==> src/rtl/step_to_freq.sv <==
// Converts a DDS phase step into its output frequency in Hz:
// freq = round(step_val * CLK_HZ / 2^STEP_W), computed by a serial shift-add multiply.
module step_to_freq #(
    parameter int unsigned CLK_HZ = 50_000_000,
    parameter int unsigned STEP_W = 32,
    parameter int unsigned FREQ_W = 20
) (
    input  logic              clk,
    input  logic              rst,
    input  logic              in_valid,
    output logic              in_ready,
    input  logic [STEP_W-1:0] step_val,
    output logic              out_valid,
    output logic [FREQ_W-1:0] freq,
    output logic              sat
);
    localparam int unsigned ACC_W = STEP_W + 32;
    localparam int unsigned CNT_W = $clog2(STEP_W + 1);
    localparam logic [ACC_W-1:0]  CLK_EXT = ACC_W'(CLK_HZ);
    localparam logic [ACC_W:0]    HALF    = (ACC_W+1)'(1) << (STEP_W - 1);
    localparam logic [FREQ_W-1:0] F_MAX   = {FREQ_W{1'b1}};
    localparam logic [CNT_W-1:0]  CNT_END = CNT_W'(STEP_W - 1);

    typedef enum logic [1:0] {IDLE, MUL, ROUND} state_t;

    state_t              state_q, state_d;
    logic [ACC_W-1:0]    acc_q, acc_d;
    logic [STEP_W-1:0]   mult_q, mult_d;
    logic [CNT_W-1:0]    cnt_q, cnt_d;
    logic [FREQ_W-1:0]   freq_q, freq_d;
    logic                sat_q, sat_d;
    logic                ovld_q, ovld_d;
    logic [ACC_W:0]      rnd;
    logic                over;

    // Round-half-up, then drop the STEP_W fractional bits; the extra MSB keeps the carry.
    assign rnd  = ({1'b0, acc_q} + HALF) >> STEP_W;
    assign over = |rnd[ACC_W:FREQ_W];

    // State register
    always_ff @(posedge clk) begin
        if (rst) state_q <= IDLE;
        else     state_q <= state_d;
    end

    // Next-state logic
    always_comb begin
        state_d = state_q;
        case (state_q)
            IDLE:    if (in_valid) state_d = MUL;
            MUL:     if (cnt_q == CNT_END) state_d = ROUND;
            ROUND:   state_d = IDLE;
            default: state_d = IDLE;
        endcase
    end

    // Output logic
    always_comb begin
        in_ready = (state_q == IDLE);
    end

    always_comb begin
        acc_d  = acc_q;
        mult_d = mult_q;
        cnt_d  = cnt_q;
        freq_d = freq_q;
        sat_d  = sat_q;
        ovld_d = 1'b0;
        case (state_q)
            IDLE: begin
                if (in_valid) begin
                    mult_d = step_val;
                    acc_d  = '0;
                    cnt_d  = '0;
                end
            end
            MUL: begin
                if (mult_q[0]) acc_d = acc_q + (CLK_EXT << cnt_q);
                mult_d = mult_q >> 1;
                cnt_d  = cnt_q + CNT_W'(1);
            end
            ROUND: begin
                freq_d = over ? F_MAX : rnd[FREQ_W-1:0];
                sat_d  = over;
                ovld_d = 1'b1;
            end
            default: ;
        endcase
    end

    always_ff @(posedge clk) begin
        if (rst) begin
            acc_q  <= '0;
            mult_q <= '0;
            cnt_q  <= '0;
            freq_q <= '0;
            sat_q  <= 1'b0;
            ovld_q <= 1'b0;
        end else begin
            acc_q  <= acc_d;
            mult_q <= mult_d;
            cnt_q  <= cnt_d;
            freq_q <= freq_d;
            sat_q  <= sat_d;
            ovld_q <= ovld_d;
        end
    end

    assign out_valid = ovld_q;
    assign freq      = freq_q;
    assign sat       = sat_q;
endmodule

==> config.mk <==
export PLATFORM = sky130hd
export DESIGN_NAME = step_to_freq
export DESIGN_NICKNAME = d
export VERILOG_FILES = /design/src/rtl/step_to_freq.sv
export SDC_FILE = /design/constraint.sdc
export NUM_CORES = 1
export LEC_CHECK = 0
export BUFFER_PORTS_ARGS = -buffer_cell sky130_fd_sc_hd__buf_2
export CAP_MARGIN = 5
export CELL_PAD_IN_SITES_DETAIL_PLACEMENT = 1
export CELL_PAD_IN_SITES_GLOBAL_PLACEMENT = 1
export CORE_ASPECT_RATIO = 1.2
export CORE_MARGIN = 3
export CORE_UTILIZATION = 40
export DETAILED_ROUTE_END_ITERATION = 10
export PLACE_DENSITY_LB_ADDON = 0.05
export SLEW_MARGIN = 5
export SYNTH_ARGS = -nofsm -noshare
export SYNTH_HDL_FRONTEND = slang
export SYNTH_SLANG_ARGS = --single-unit
==> constraint.sdc <==
create_clock -name clk -period 3.74 [get_ports clk]
set_input_delay 0.561 -clock clk [delete_from_list [all_inputs] [get_ports clk]]
set_output_delay 0.561 -clock clk [all_outputs]
set_load 0.005 [all_outputs]
After elaboration in Yosys (flattened, before gate mapping)
Cells that the tools add are included.

operators by class
  reduce and logical (&&, ||, !) cells = 6
  multiplexer cells = 12
  add/sub/neg operators = 3
  shifts and indexed selects = 1
  equality and inequality tests = 6

operators by type and width
  operator                  count
  $mux W64                  2
  $pmux W64 S2              1
  $add A64 B32 Y65 const B  1
  $add A64 B64 Y64          1
  $pmux W32 S2              1
  $shl A26 B6 Y64 const A   1
  $mux W32                  1
  $mux W20                  1
  $reduce_or A13 Y1         1
  $pmux W6 S2               1
  $add A6 B1 Y6 const B     1
  $eq A6 B5 Y1 const B      1
  $mux W6                   1
  $ne A2 B2 Y1 const B      3
  $mux W2                   2
  $pmux W2 S2               1
  $reduce_and A2 Y1         2
  $reduce_and A3 Y1         1
  $eq A2 B1 Y1 const B      1
  $eq A2 B2 Y1 const B      1
  $logic_not A2 Y1          1
  $reduce_bool A2 Y1        1
  $mux W1                   1

word-level totals
  flip-flop bits (word level) = 126
  input bits = 35

Logic depth before layout (Yosys ltp)
  depth after elaboration = 4
  gate-level depth with buffers = 21

Least setup slack after synthesis
OpenSTA, ideal clock, no wires.

  path kind = flip-flop to flip-flop
  start = register cnt_q[0]
  end = register acc_q[62]
  period minus slack after synthesis = 3958 ps
  path buffers = 1
  arrival = 3842 ps
  stages on the path, launching flop included = 19
  path slack = -218 ps
  cells stage by stage = dfxtp_1 clkbuf_1 inv_1 ha_1 a21oi_1 nor2_1 a21oi_1 nor2_1 ha_1 and2_4 nand2_2 nor4_4 o2111ai_2 a21oi_2 a21oi_4 o41ai_4 a41oi_2 xnor2_1 a22o_1

between the ends
  cells in the longest elaborated chain, start to end = 4

RTL lines
  element                 RTL line  text
  start, declared         29        logic [CNT_W-1:0] cnt_q, cnt_d;
  start signal, assigned  102       cnt_q <= cnt_d;
  $shl A26 B6 Y64         78        if (mult_q[0]) acc_d = acc_q + (CLK_EXT << cnt_q);
  $add A64 B64 Y64        78
  $mux W64                78
  $pmux W64 S2            69        case (state_q)
  end signal, assigned    93        acc_q <= '0;
  end signal, assigned    100       acc_q <= acc_d;
  end, declared           27        logic [ACC_W-1:0] acc_q, acc_d;

Every way passes these cells. The select of a mux whose other input is x is not followed.
A chain may end at the register's enable or synchronous reset.

Final worst setup path
  start = register cnt_q[0]
  end = register acc_q[49]

The elaborated chain is that of the path after synthesis.

==> reports/metrics.cfg <==
[sta]
fin_crit_ps=3890
relSlewSlack_pct=30.7
max_freq_mhz=257
hold_ws_ps=388
slew_viol_final=0
setup_tns_ps=-757
fin_skew_ps=11.8
min_period_over_period_pct=104
timing.final.ws_setup_ps=-149
setup_violations=10
hold_violations=0
worstMarginPinSlew_ps=1040
grt_setup_unrepaired=true

[setup_path]
rrSetupSlack_ps=-150
critical_path_class=flop to flop
crit_path_end_kind=flop
critical-path-max-stage-delay_ps=380
path_max_fanout=6
crit_top_cell=buf_4
path_cells=buf_12, ha_2, a21oi_2, o21a_1, nor2_1, ha_1, o21ai_1, o21bai_1, buf_4, a221oi_2, a211oi_2, a41oi_2, buf_4, o41ai_2, buf_4, or2_4, a21boi_2, xnor2_1, a22o_1
required_ps=4060
crit_slowest_cell=ha_1
path_buf_inv=4
critPathTopFamily=compound AO/OA/AOI/OAI gates
worstPathArrival_ps=4210
cp-start-kind=flop

[final_layout]
areaGrowthSynthToFinish_pct=43.6
drive_gt1_share_pct=36.9
final_area_mm2=0.0132
diodes=0
finish.net_count=1602
fillCellCount=2737

[yosys]
synth.area.top_cells=dfxtp_1, nor2_1, ha_1
synth_top_area_share_pct=25.9
synth_seq_cells=119
synth-edff-count=0
async_flop_share_pct=0
syn-num-nets=1329
synth_xor_area_share_pct=6.68
synth_cell_types=73
yosysWarnings=0
synth_mux_area_share_pct=1.25
synthFlopType=dfxtp_1
yosysSeqAreaShare_pct=25.9
synth_top_cell_by_area=dfxtp_1
synthAdderAreaFrac_pct=9.35
synth_cells=1226
avgSynthCellArea_um2=7.49
syn-cell-area_mm2=0.00918
synth_top_family_by_area=compound AO/OA/AOI/OAI gates
synth-compound-area-share_pct=27.2
synth_commonest_cells=nor2_1, dfxtp_1, nand2_1
synthSimpleGateAreaFrac_pct=25.2
synth.most_common_cell=nor2_1

[routing]
wl_per_cell_um=20.5
antenna_left=0
drt-pass1-iter-count=5
viasPerCell=5.77
initialDrtViolationCount=513
route.detailed.drc=0
vias=10300
finalWirelength_um=36800

[global_routing]
grt_pass1_vias=10600
grt_first_pass_wirelength_um=55700
grt_max_degree=53
antenna_found_initial=0
grt_usage_pct=28.1
grt_overflow=0

[power_and_ir_drop]
finalPower_mw=3.59
p_per_area_mw_per_mm2=272
ir_drop_v=0.000326
power.leakage_nw=5.80

[clock_network]
clk_pin_slew_worst_paths_ps=70
cts_tree=done
cts-htree-levels=4
cts_made_buffers=17
insertion_delay_ps=440
clkSinkCount=119
clock_path_buffers=2
postCtsHoldBufs=0
root_buffer=clkbuf_16

[die]
fp.dieW_um=144
placementRows=60
io_pins=58
start_util_pct=40.8
core-area_mm2=0.0225
die_area_mm2=0.0248
die_y_um=172

[placed_design]
place.gp.congestion=0.910
dp_hpwl_um=25700
portBuffers=57
placed_cell_area_mm2=0.0114
pre_cts_ws_ps=-563

[outcome]
status=finished, violations left
violations=negative setup slack

[flow_run]
maxCapViolCount=0

[min_path]
min_path_type=primary input to flop

-- metal layers --
| layer | global-route usage, % | up-vias | part of all wire [%] |
|---|---|---|---|
| li1 | - | 4960 | - |
| met1 | 32.8 | 5073 | 41 |
| met2 | 51.8 | 220 | 52 |
| met3 | 4.23 | 90 | 3.1 |
| met4 | 9.82 | 0 | 3.8 |
| met5 | 0 | - | 0 |
-- sequential cells by signal, indices dropped and copies added, names as in the netlist --
signal	cells
sat	1
cnt_q	6
state_q	2
out_valid	1
mult_q	32
freq	20
acc_q	57
-- final timing paths --
kind	end	start	cells past startpoint
hold reg to reg	mult_q[31]	mult_q[31]	2
setup reg to reg	acc_q[49]	cnt_q[0]	19
hold / removal	mult_q[31]	step_val[31]	3
setup / recovery	acc_q[49]	cnt_q[0]	19
-- worst reg2reg max path: stages, from the launching register on --
cell and delay [ps]:
dfxtp_4 370, buf_12 150, ha_2 210, a21oi_2 170, o21a_1 170, nor2_1 60
ha_1 380, o21ai_1 130, o21bai_1 270, buf_4 180, a221oi_2 70, a211oi_2 330
a41oi_2 140, buf_4 180, o41ai_2 210, buf_4 190, or2_4 160, a21boi_2 70
xnor2_1 130, a22o_1 220
-- repair_timing --
item / 4_1_cts / 5_1_grt
pin swaps: 31 / 47
setup endpoints to repair: 30 / 31
resized for setup: 105 / 113
setup buffers: 15 / 16
gates cloned: 0 / 0
-- cells by family (layout without fill, tap and decap cells) --
family / Yosys count / count (layout)
AOI/OAI and AO/OA: 353 / 353
and+or+nand+nor: 502 / 502
buffers and inverters: 103 / 389
adders and majority gates: 68 / 68
xor gates and xnor gates: 70 / 70
DFF: 119 / 119
muxes: 11 / 11
-- through the flow --
stage               util [%]  std cells
finish                  58.6       1791
detailed placement      50.7       1729
floorplan                  -       1226
global placement        50.7       1729
CTS                     55.7       1776
global route            58.6       1791
-- area by class of cell --
class / instances / area (um^2) / share of cell area, %
clock buffers: 17 / 425 / 3.23
clock inverters: 15 / 158 / 1.20
inverters: 25 / 101 / 0.769
multi-input cells: 1004 / 7310 / 55.4
flip-flops and latches: 119 / 2390 / 18.2
well taps: 279 / 349 / 2.65
repair buffers: 332 / 2450 / 18.6
-- placed cells by master, fill, tap and decap left out, drive strengths merged, types with 10 or more instances in the layout --
cell type	count
a22oi	25
ha	67
o21a	12
nand2b	13
nand3	31
and3	10
o21bai	11
buf	332
nor3	15
and2	14
a21o	34
a21oi	88
nand4	21
nor2	236
a22o	28
xor2	28
nor4	35
nor2b	14
clkbuf	17
nand2	95
inv	34
dfxtp	119
xnor2	42
a211oi	30
o22ai	13
a31oi	13
o21ai	61
-- power breakdown --
group          internal [mW]  switching, mW  total (mW)
clock                  0.945          0.756        1.70
sequential              1.31         0.0275        1.34
combinational          0.243          0.310       0.553
total                   2.50           1.09        3.59
Note: power is estimated with default switching activity, not from simulation.
